<file path="src/rtl/sequential_chunk_adder.sv">
// Multi-cycle adder/subtractor: one CHUNK-bit slice per clock, LSB first.
// Valid/ready request and result handshakes around an IDLE/RUN/DONE FSM.
module sequential_chunk_adder #(
  parameter int WIDTH = 32,
  parameter int CHUNK = 8
) (
  input  logic             clk_i,
  input  logic             rst_ni,
  input  logic             valid_i,
  output logic             ready_o,
  input  logic [WIDTH-1:0] add1_i,
  input  logic [WIDTH-1:0] add2_i,
  input  logic             sub_i,
  input  logic             carry_i,
  output logic             valid_o,
  input  logic             ready_i,
  output logic [WIDTH-1:0] sum_o,
  output logic             carry_o,
  output logic             overflow_o
);

  localparam int N  = WIDTH / CHUNK;
  localparam int IW = (N > 1) ? $clog2(N) : 1;

  typedef enum logic [1:0] {
    IDLE,
    RUN,
    DONE
  } state_e;

  state_e           state_q, state_d;
  logic [WIDTH-1:0] a_q, a_d;
  logic [WIDTH-1:0] b_q, b_d;
  logic [WIDTH-1:0] sum_q, sum_d;
  logic [IW-1:0]    idx_q, idx_d;
  logic             cy_q, cy_d;
  logic             co_q, co_d;
  logic             ov_q, ov_d;
  logic             rdy_q, rdy_d;
  logic             vld_q, vld_d;

  logic [CHUNK-1:0] a_ch;
  logic [CHUNK-1:0] b_ch;
  logic [CHUNK-1:0] s_ch;
  logic             c_out;
  logic             c_msb;
  logic             last;

  // Slice adder for the current chunk; carry into the MSB recovered by XOR.
  always_comb begin
    a_ch  = a_q[idx_q*CHUNK +: CHUNK];
    b_ch  = b_q[idx_q*CHUNK +: CHUNK];
    {c_out, s_ch} = {1'b0, a_ch}
                  + {1'b0, b_ch}
                  + {{CHUNK{1'b0}}, cy_q};
    c_msb = s_ch[CHUNK-1] ^ a_ch[CHUNK-1] ^ b_ch[CHUNK-1];
    last  = (idx_q == IW'(N - 1));
  end

  // Next-state and next-output logic for the handshake FSM.
  always_comb begin
    state_d = state_q;
    a_d     = a_q;
    b_d     = b_q;
    sum_d   = sum_q;
    idx_d   = idx_q;
    cy_d    = cy_q;
    co_d    = co_q;
    ov_d    = ov_q;
    rdy_d   = rdy_q;
    vld_d   = vld_q;
    unique case (1'b1)
      (state_q == IDLE): begin
        if (valid_i) begin
          a_d     = add1_i;
          b_d     = sub_i ? ~add2_i : add2_i;
          cy_d    = carry_i ^ sub_i;
          idx_d   = '0;
          rdy_d   = 1'b0;
          state_d = RUN;
        end
      end
      (state_q == RUN): begin
        sum_d[idx_q*CHUNK +: CHUNK] = s_ch;
        cy_d  = c_out;
        idx_d = idx_q + IW'(1);
        if (last) begin
          co_d    = c_out;
          ov_d    = c_msb ^ c_out;
          idx_d   = '0;
          vld_d   = 1'b1;
          state_d = DONE;
        end
      end
      (state_q == DONE): begin
        if (ready_i) begin
          vld_d   = 1'b0;
          rdy_d   = 1'b1;
          state_d = IDLE;
        end
      end
      default: begin
        vld_d   = 1'b0;
        rdy_d   = 1'b1;
        state_d = IDLE;
      end
    endcase
  end

  // State and registered outputs; reset aborts any transaction.
  always_ff @(posedge clk_i or negedge rst_ni) begin
    if (!rst_ni) begin
      state_q <= IDLE;
      a_q     <= '0;
      b_q     <= '0;
      sum_q   <= '0;
      idx_q   <= '0;
      cy_q    <= 1'b0;
      co_q    <= 1'b0;
      ov_q    <= 1'b0;
      rdy_q   <= 1'b1;
      vld_q   <= 1'b0;
    end else begin
      state_q <= state_d;
      a_q     <= a_d;
      b_q     <= b_d;
      sum_q   <= sum_d;
      idx_q   <= idx_d;
      cy_q    <= cy_d;
      co_q    <= co_d;
      ov_q    <= ov_d;
      rdy_q   <= rdy_d;
      vld_q   <= vld_d;
    end
  end

  assign ready_o    = rdy_q;
  assign valid_o    = vld_q;
  assign sum_o      = sum_q;
  assign carry_o    = co_q;
  assign overflow_o = ov_q;

endmodule

</file>
<file path="config.mk">
export PLATFORM = sky130hd
export DESIGN_NAME = sequential_chunk_adder
export DESIGN_NICKNAME = d
export VERILOG_FILES = /design/src/rtl/sequential_chunk_adder.sv
export SDC_FILE = /design/constraint.sdc
export NUM_CORES = 1
export LEC_CHECK = 0
export CAP_MARGIN = 15
export CORE_ASPECT_RATIO = 2
export CORE_UTILIZATION = 44
export DETAILED_ROUTE_END_ITERATION = 7
export PLACE_DENSITY = 0.71
export SLEW_MARGIN = 20
export SYNTH_ARGS = -nofsm -noshare
export SYNTH_HDL_FRONTEND = slang
export SYNTH_SLANG_ARGS = --single-unit
export TNS_END_PERCENT = 50
</file>
<file path="constraint.sdc">
create_clock -name clk_i -period 5.15 [get_ports clk_i]
set_clock_uncertainty 0.1 [all_clocks]
set_input_delay 1.03 -clock clk_i [delete_from_list [all_inputs] [get_ports clk_i]]
set_output_delay 1.03 -clock clk_i [all_outputs]
set_load 0.01 [all_outputs]
</file>
==> results of run 1 <==
## registers in the layout, indices dropped and copies added, names as in the netlist, 2 cells and up
register	count
a_q	32
b_q	32
idx_q	2
state_q	2
sum_o	32
## through the flow
stage          instances  hold WS [ps]  worst slack [ps]
4_1_cts              656         390.1              1408
6_report             656         384.7              1445
3_5_place_dp         640         375.1              1416
3_3_place_gp         640         367.2              1547
5_1_grt              656         407.8              1230
2_1_floorplan        414         352.4              1496
## worst max-delay path, cell delays in order (launching register included)
cell	delay, ps
dfrtp_1	860
mux4_2	610
fa_1	440
fa_1	410
a21o_1	220
a311o_1	360
a21oi_1	180
xnor2_1	150
a22o_1	230
## power groups by stage
stage	clock network, mW	logic [mW]	registers (mW)
5_1_grt	0.785	2.90	1.52
3_5_place_dp	0	2.67	1.50
6_report	0.740	2.66	1.48
4_1_cts	0.750	2.68	1.49
2_1_floorplan	0	1.85	1.40
3_3_place_gp	0	2.59	1.49
## cell families after synthesis
kind of cell	Yosys count	synth area share, %
flip-flops	105	52.39
multiplexers	50	14.76
AND/OR/NAND/NOR	82	7.033
adder cells (fa/ha/maj)	15	4.040
AO/OA/AOI/OAI	93	12.42
buffers and inverters	30	2.544
XOR/XNOR	39	6.808
## Yosys cell counts (all sizes together) (7+ instances only)
cell    instances  area, µm²
buf            15      71.32
a22o           25      219.0
inv             7      26.27
o21ai          12      60.06
xnor2          37      324.1
dfrtp         104       2603
clkbuf          8      30.03
nand2          22      85.09
mux2           32      360.4
mux4           16      360.4
nor2           44      165.2
ha             13      162.7
a21oi          40      200.2
## final cells by class
cell class	instances	area [µm²]	share of cell area, %
inverters	7	26.28	0.4036
well taps	140	175.2	2.691
clock buffers	13	260.3	3.998
repair buffers	109	1086	16.68
clock inverters	3	65.06	0.9994
multi-input cells	279	2268	34.85
flip-flops and latches	105	2629	40.38
## per-layer routing
metal | up-vias | GRT usage (%)
li1 | 1667 | -
met1 | 1786 | 21.05
met2 | 133 | 42.14
met3 | 28 | 3.821
met4 | 0 | 11.14
met5 | - | 0
## worst min-delay path by stage
stage,start,endpoint,slack (ps)
after floorplan,a_q[16],a_q[16],350
after global placement,a_q[21],a_q[21],370
after detailed placement,a_q[13],a_q[13],380
after CTS,a_q[13],a_q[13],390
after global routing,a_q[6],a_q[6],410
final,a_q[13],a_q[13],380
==> reports/qor.txt, run 1 <==
========================================================================================
Final period utilization ..................................................       71.94%
Buffer levels on the longest clock path ...................................            2
Worst reg2reg setup slack .................................................      1450 ps
R2r worst-path depth ......................................................            8
Clock period minus final worst setup slack ................................      3705 ps
Design Area, Final ........................................................     6510 µm²
Die footprint .............................................................    11860 µm²
Cell count of the worst hold path .........................................            1
Final setup fails .........................................................            0
Power Dens Cells .......................................................... 749.5 nW/µm²
Peak VDD IR ...............................................................    0.5508 mV
Post-DRT Antenna Nets .....................................................            0
Most used cells in the layout excluding fill and tap cells ................ dfrtp_1, clkdlybuf4s50_1, nor2_1, a21oi_1, xnor2_1
Initial DRT Pass Iterations ...............................................            4
Number of buffers added on ports ..........................................          105
Post-synthesis register bit count .........................................          105
Detailed-routed wire length on met3 .......................................       397 µm
Number of global-route vias before repair .................................         3843
Clock group share of total power ..........................................        15.2%
Detailed-route via count ..................................................         3614
Site row count ............................................................           54
Worst slew margin relative to its limit ...................................       41.41%
Crit path required time ...................................................      5280 ps
Resized cells post-CTS ....................................................            0
Largest net degree at the start of global routing .........................           97
Critical path peak fanout .................................................           14
Share of cells above drive strength 1 .....................................       8.333%
WL met1 ...................................................................      3894 µm
Total half-perimeter wirelength after legalization and detailed placement .      9228 µm
Switching power summed over all nets ......................................     2.056 mW
Kind of critical path .....................................................      reg2reg
Leakage power .............................................................     2.665 nW
Worst Setup Start Kind ....................................................         flop
CTS tree ..................................................................        built
Top Layer Used ............................................................         met4
Portion of total power attributed to sequential cells .....................        30.3%
Area growth from synthesis to layout ......................................       29.75%
Crit. End Element .........................................................         flop
Routed wl met2 ............................................................      7117 µm
Overall routing resource usage ............................................       21.72%
Maximum capacitance violations ............................................            0
Setup Total Neg Slack .....................................................         0 ps
Cell area reported after detailed placement ...............................     6185 µm²
Overall power consumption .................................................     4.879 mW
Nets in the synthesized netlist ...........................................          499
Async set-or-reset flop fraction in the synthesized netlist ...............       100.0%
Post-route DRC ............................................................            0
Portion of the post-synthesis area used by sequential elements ............       52.39%
Leading cell type in the layout, fill and taps excluded ...................      dfrtp_1
Combinational group share of total power ..................................        54.5%
Mean cell area of the mapped netlist ......................................    12.12 µm²
Data arrival time of the worst path .......................................      3830 ps
RePlAce Congestion ........................................................       0.8964
Startpoint of the worst setup timing path .................................     idx_q[0]
Detail-routed via count per cell ..........................................        5.509
Unrepaired setup endpoints after global routing ...........................           no
Hold_buf cts ..............................................................            0
Effective utilization at floorplan ........................................       45.56%
Final routed wirelength across all metal layers ...........................     11900 µm
Highest Clock Rate ........................................................    269.9 MHz
Number of inserted filler cells in the final layout .......................          917
Primary FF master, synth ..................................................      dfrtp_1
RR Startpoint .............................................................     idx_q[0]
Area of the mapped netlist ................................................     5017 µm²
TritonCTS Sinks ...........................................................          105
Result of the run ......................................................... finished, final reports clean
Diodes inserted ...........................................................            0
Synth cell types ..........................................................           43
Pin slew with the least headroom to its limit .............................     878.8 ps
Clock latency at the later pin of the worst-skew pair .....................       340 ps
Number of placed I/O pins .................................................          106
Power Internal ............................................................     2.823 mW
Initial drt markers .......................................................          182
CTS H-tree depth ..........................................................            3
Switching share of power ..................................................       42.14%
Destination of the worst register-to-register timing path .................     sum_o[6]
Number of buffers added by the clock tree synthesis step ..................            9
Gate count of the mapped netlist ..........................................          414
Reg clk slew, reported paths ..............................................        70 ps
Initial antenna violation count ...........................................            0
First-pass GRT wire length ................................................     19420 µm
Number of nets in the final layout ........................................          596
Core Util, Final ..........................................................       59.11%
Count of warnings emitted by yosys ........................................            0
Root buffer cell ..........................................................    clkbuf_16
Number of flops mapped to enable cells by yosys ...........................            0
Class of the tightest hold or removal check ...............................      reg2reg
Die width .................................................................     77.51 µm
Final hold violations .....................................................            0
Total grt overflow ........................................................            0
Final max-slew violation count ............................................            0
Total setup buffers inserted after CTS ....................................            0
Core outline area .........................................................    11010 µm²
Crit path to ..............................................................     sum_o[6]
Average detailed-routed wire length per instance ..........................     18.14 µm
Vert. Die Dim .............................................................     153.0 µm
========================================================================================
(Power assumes the default switching activity.)
==> inputs of run 2 (changes only) <==
clock period = 3.7 ns   (was 5.15 ns; I/O delays follow)
==> run 2 against run 1 <==
Clock power increased by 28%. Count of clock-buffer cells in the layout down 1. Register-to-register slack got worse by 1000 ps. Global-route usage fell by 0.64 points. Largest power group unchanged. Highest routed layer unchanged.
==> reports/qor.txt, run 2 (synthesis results as in run 1) <==
========================================================================================
Vert. Die Dim .............................................................     153.0 µm
Crit path setup slack, layout .............................................     420.9 ps
Number of global-route vias before repair .................................         3745
Crit. End Element .........................................................         flop
Detail-routed via count per cell ..........................................        5.386
TritonCTS Sinks ...........................................................          105
Number of buffers added by the clock tree synthesis step ..................            9
RePlAce Congestion ........................................................       0.8463
Data arrival time of the worst path .......................................      3450 ps
RR Startpoint .............................................................     idx_q[0]
Average detailed-routed wire length per instance ..........................     17.53 µm
Post-DRT Antenna Nets .....................................................            0
Root buffer cell ..........................................................    clkbuf_16
Total grt overflow ........................................................            0
Worst slew margin relative to its limit ...................................       43.43%
CTS H-tree depth ..........................................................            3
Highest Clock Rate ........................................................    305.0 MHz
Clock period minus final worst setup slack ................................      3279 ps
Unrepaired setup endpoints after global routing ...........................           no
Non-Filler Instances ......................................................          660
Die footprint .............................................................    11860 µm²
Most used cells in the layout excluding fill and tap cells ................ dfrtp_1, clkdlybuf4s50_1, nor2_1, a21oi_1, xnor2_1
Die width .................................................................     77.51 µm
Pin slew with the least headroom to its limit .............................     848.5 ps
Destination of the worst register-to-register timing path .................    sum_o[30]
Detailed-route via count ..................................................         3555
Final hold violations .....................................................            0
Total half-perimeter wirelength after legalization and detailed placement .      9062 µm
Effective utilization at floorplan ........................................       45.56%
Kind of critical path .....................................................      reg2reg
Largest net degree at the start of global routing .........................           97
Crit path required time ...................................................      3880 ps
Number of buffers added on ports ..........................................          105
Total setup buffers inserted after CTS ....................................            0
Overall power consumption .................................................     6.776 mW
Maximum capacitance violations ............................................            0
Reg clk slew, reported paths ..............................................        70 ps
Core Util, Final ..........................................................       59.17%
Final setup fails .........................................................            0
Peak VDD IR ...............................................................    0.5414 mV
Critical path peak fanout .................................................            4
Power Dens Cells ..........................................................  1040 nW/µm²
Startpoint of the worst setup timing path .................................     idx_q[0]
Overall routing resource usage ............................................       21.08%
Site row count ............................................................           54
Worst hold-check slack ....................................................     375.2 ps
Final max-slew violation count ............................................            0
Number of nets in the final layout ........................................          600
Initial antenna violation count ...........................................            0
Setup Total Neg Slack .....................................................         0 ps
Setup WS pre-CTS ..........................................................     459.3 ps
Final period utilization ..................................................       88.62%
R2r worst-path depth ......................................................            8
Diodes inserted ...........................................................            0
Area growth from synthesis to layout ......................................       29.88%
Initial drt markers .......................................................          164
Buffer levels on the longest clock path ...................................            2
CTS tree ..................................................................        built
Post-route DRC ............................................................            0
Clock latency at the later pin of the worst-skew pair .....................       350 ps
Design Area, Final ........................................................     6516 µm²
Final routed wirelength across all metal layers ...........................     11570 µm
Leakage power .............................................................     2.669 nW
Leading cell type in the layout, fill and taps excluded ...................      dfrtp_1
First-pass GRT wire length ................................................     18970 µm
Class of the tightest hold or removal check ...............................     in2async
Share of cells above drive strength 1 .....................................       9.038%
Initial DRT Pass Iterations ...............................................            4
Worst reg2reg setup slack .................................................       420 ps
Core outline area .........................................................    11010 µm²
Crit path to ..............................................................    sum_o[30]
Hold_buf cts ..............................................................            0
Number of placed I/O pins .................................................          106
Resized cells post-CTS ....................................................            0
Worst Setup Start Kind ....................................................         flop
Result of the run ......................................................... finished, final reports clean
Cell area reported after detailed placement ...............................     6215 µm²
Cell count after placement ................................................          644
========================================================================================
run 2: cell type report:
| type | count | area (µm²) |
|---|---|---|
| clock buffer | 12 | 246.5 |
| clock inverter | 4 | 51.30 |
| fill | 927 | 4497 |
| inverter | 7 | 26.28 |
| multi-input combinational | 279 | 2268 |
| sequential | 105 | 2629 |
| tap | 140 | 175.2 |
| timing repair buffer | 113 | 1120 |
run 2: worst min path at each step:
stage                 start       end  slack, ps  cells past startpoint
finish               rst_ni  sum_o[4]        380                      1
global route        a_q[13]   a_q[13]        410                      1
CTS                 a_q[15]   a_q[15]        390                      1
detailed placement  a_q[17]   a_q[17]        370                      1
global placement    a_q[30]   a_q[30]        360                      1
floorplan            rst_ni    a_q[0]        340                      0
run 2: power by group:
part / internal, mW / total [mW] / switching (mW) / leakage [nW]
logic: 1.67 / 3.84 / 2.18 / 1.25
registers: 1.67 / 1.99 / 0.320 / 1.27
clock network: 0.545 / 0.949 / 0.405 / 0.143
run 2: critical path: stages (launching register included):
cell     delay [ps]
dfrtp_1         430
mux4_2          540
fa_1            450
fa_1            420
a21o_1          220
a311o_1         360
a21oi_1         180
xnor2_1         300
a22o_1          210
run 2: routing by layer:
layer | vias to the layer above | GRT usage [%] | routed length (µm)
li1 | 1684 | - | -
met1 | 1736 | 21.49 | 3986
met2 | 106 | 39.36 | 6653
met3 | 29 | 3.224 | 372
met4 | 0 | 12.40 | 554
met5 | - | 0 | 0
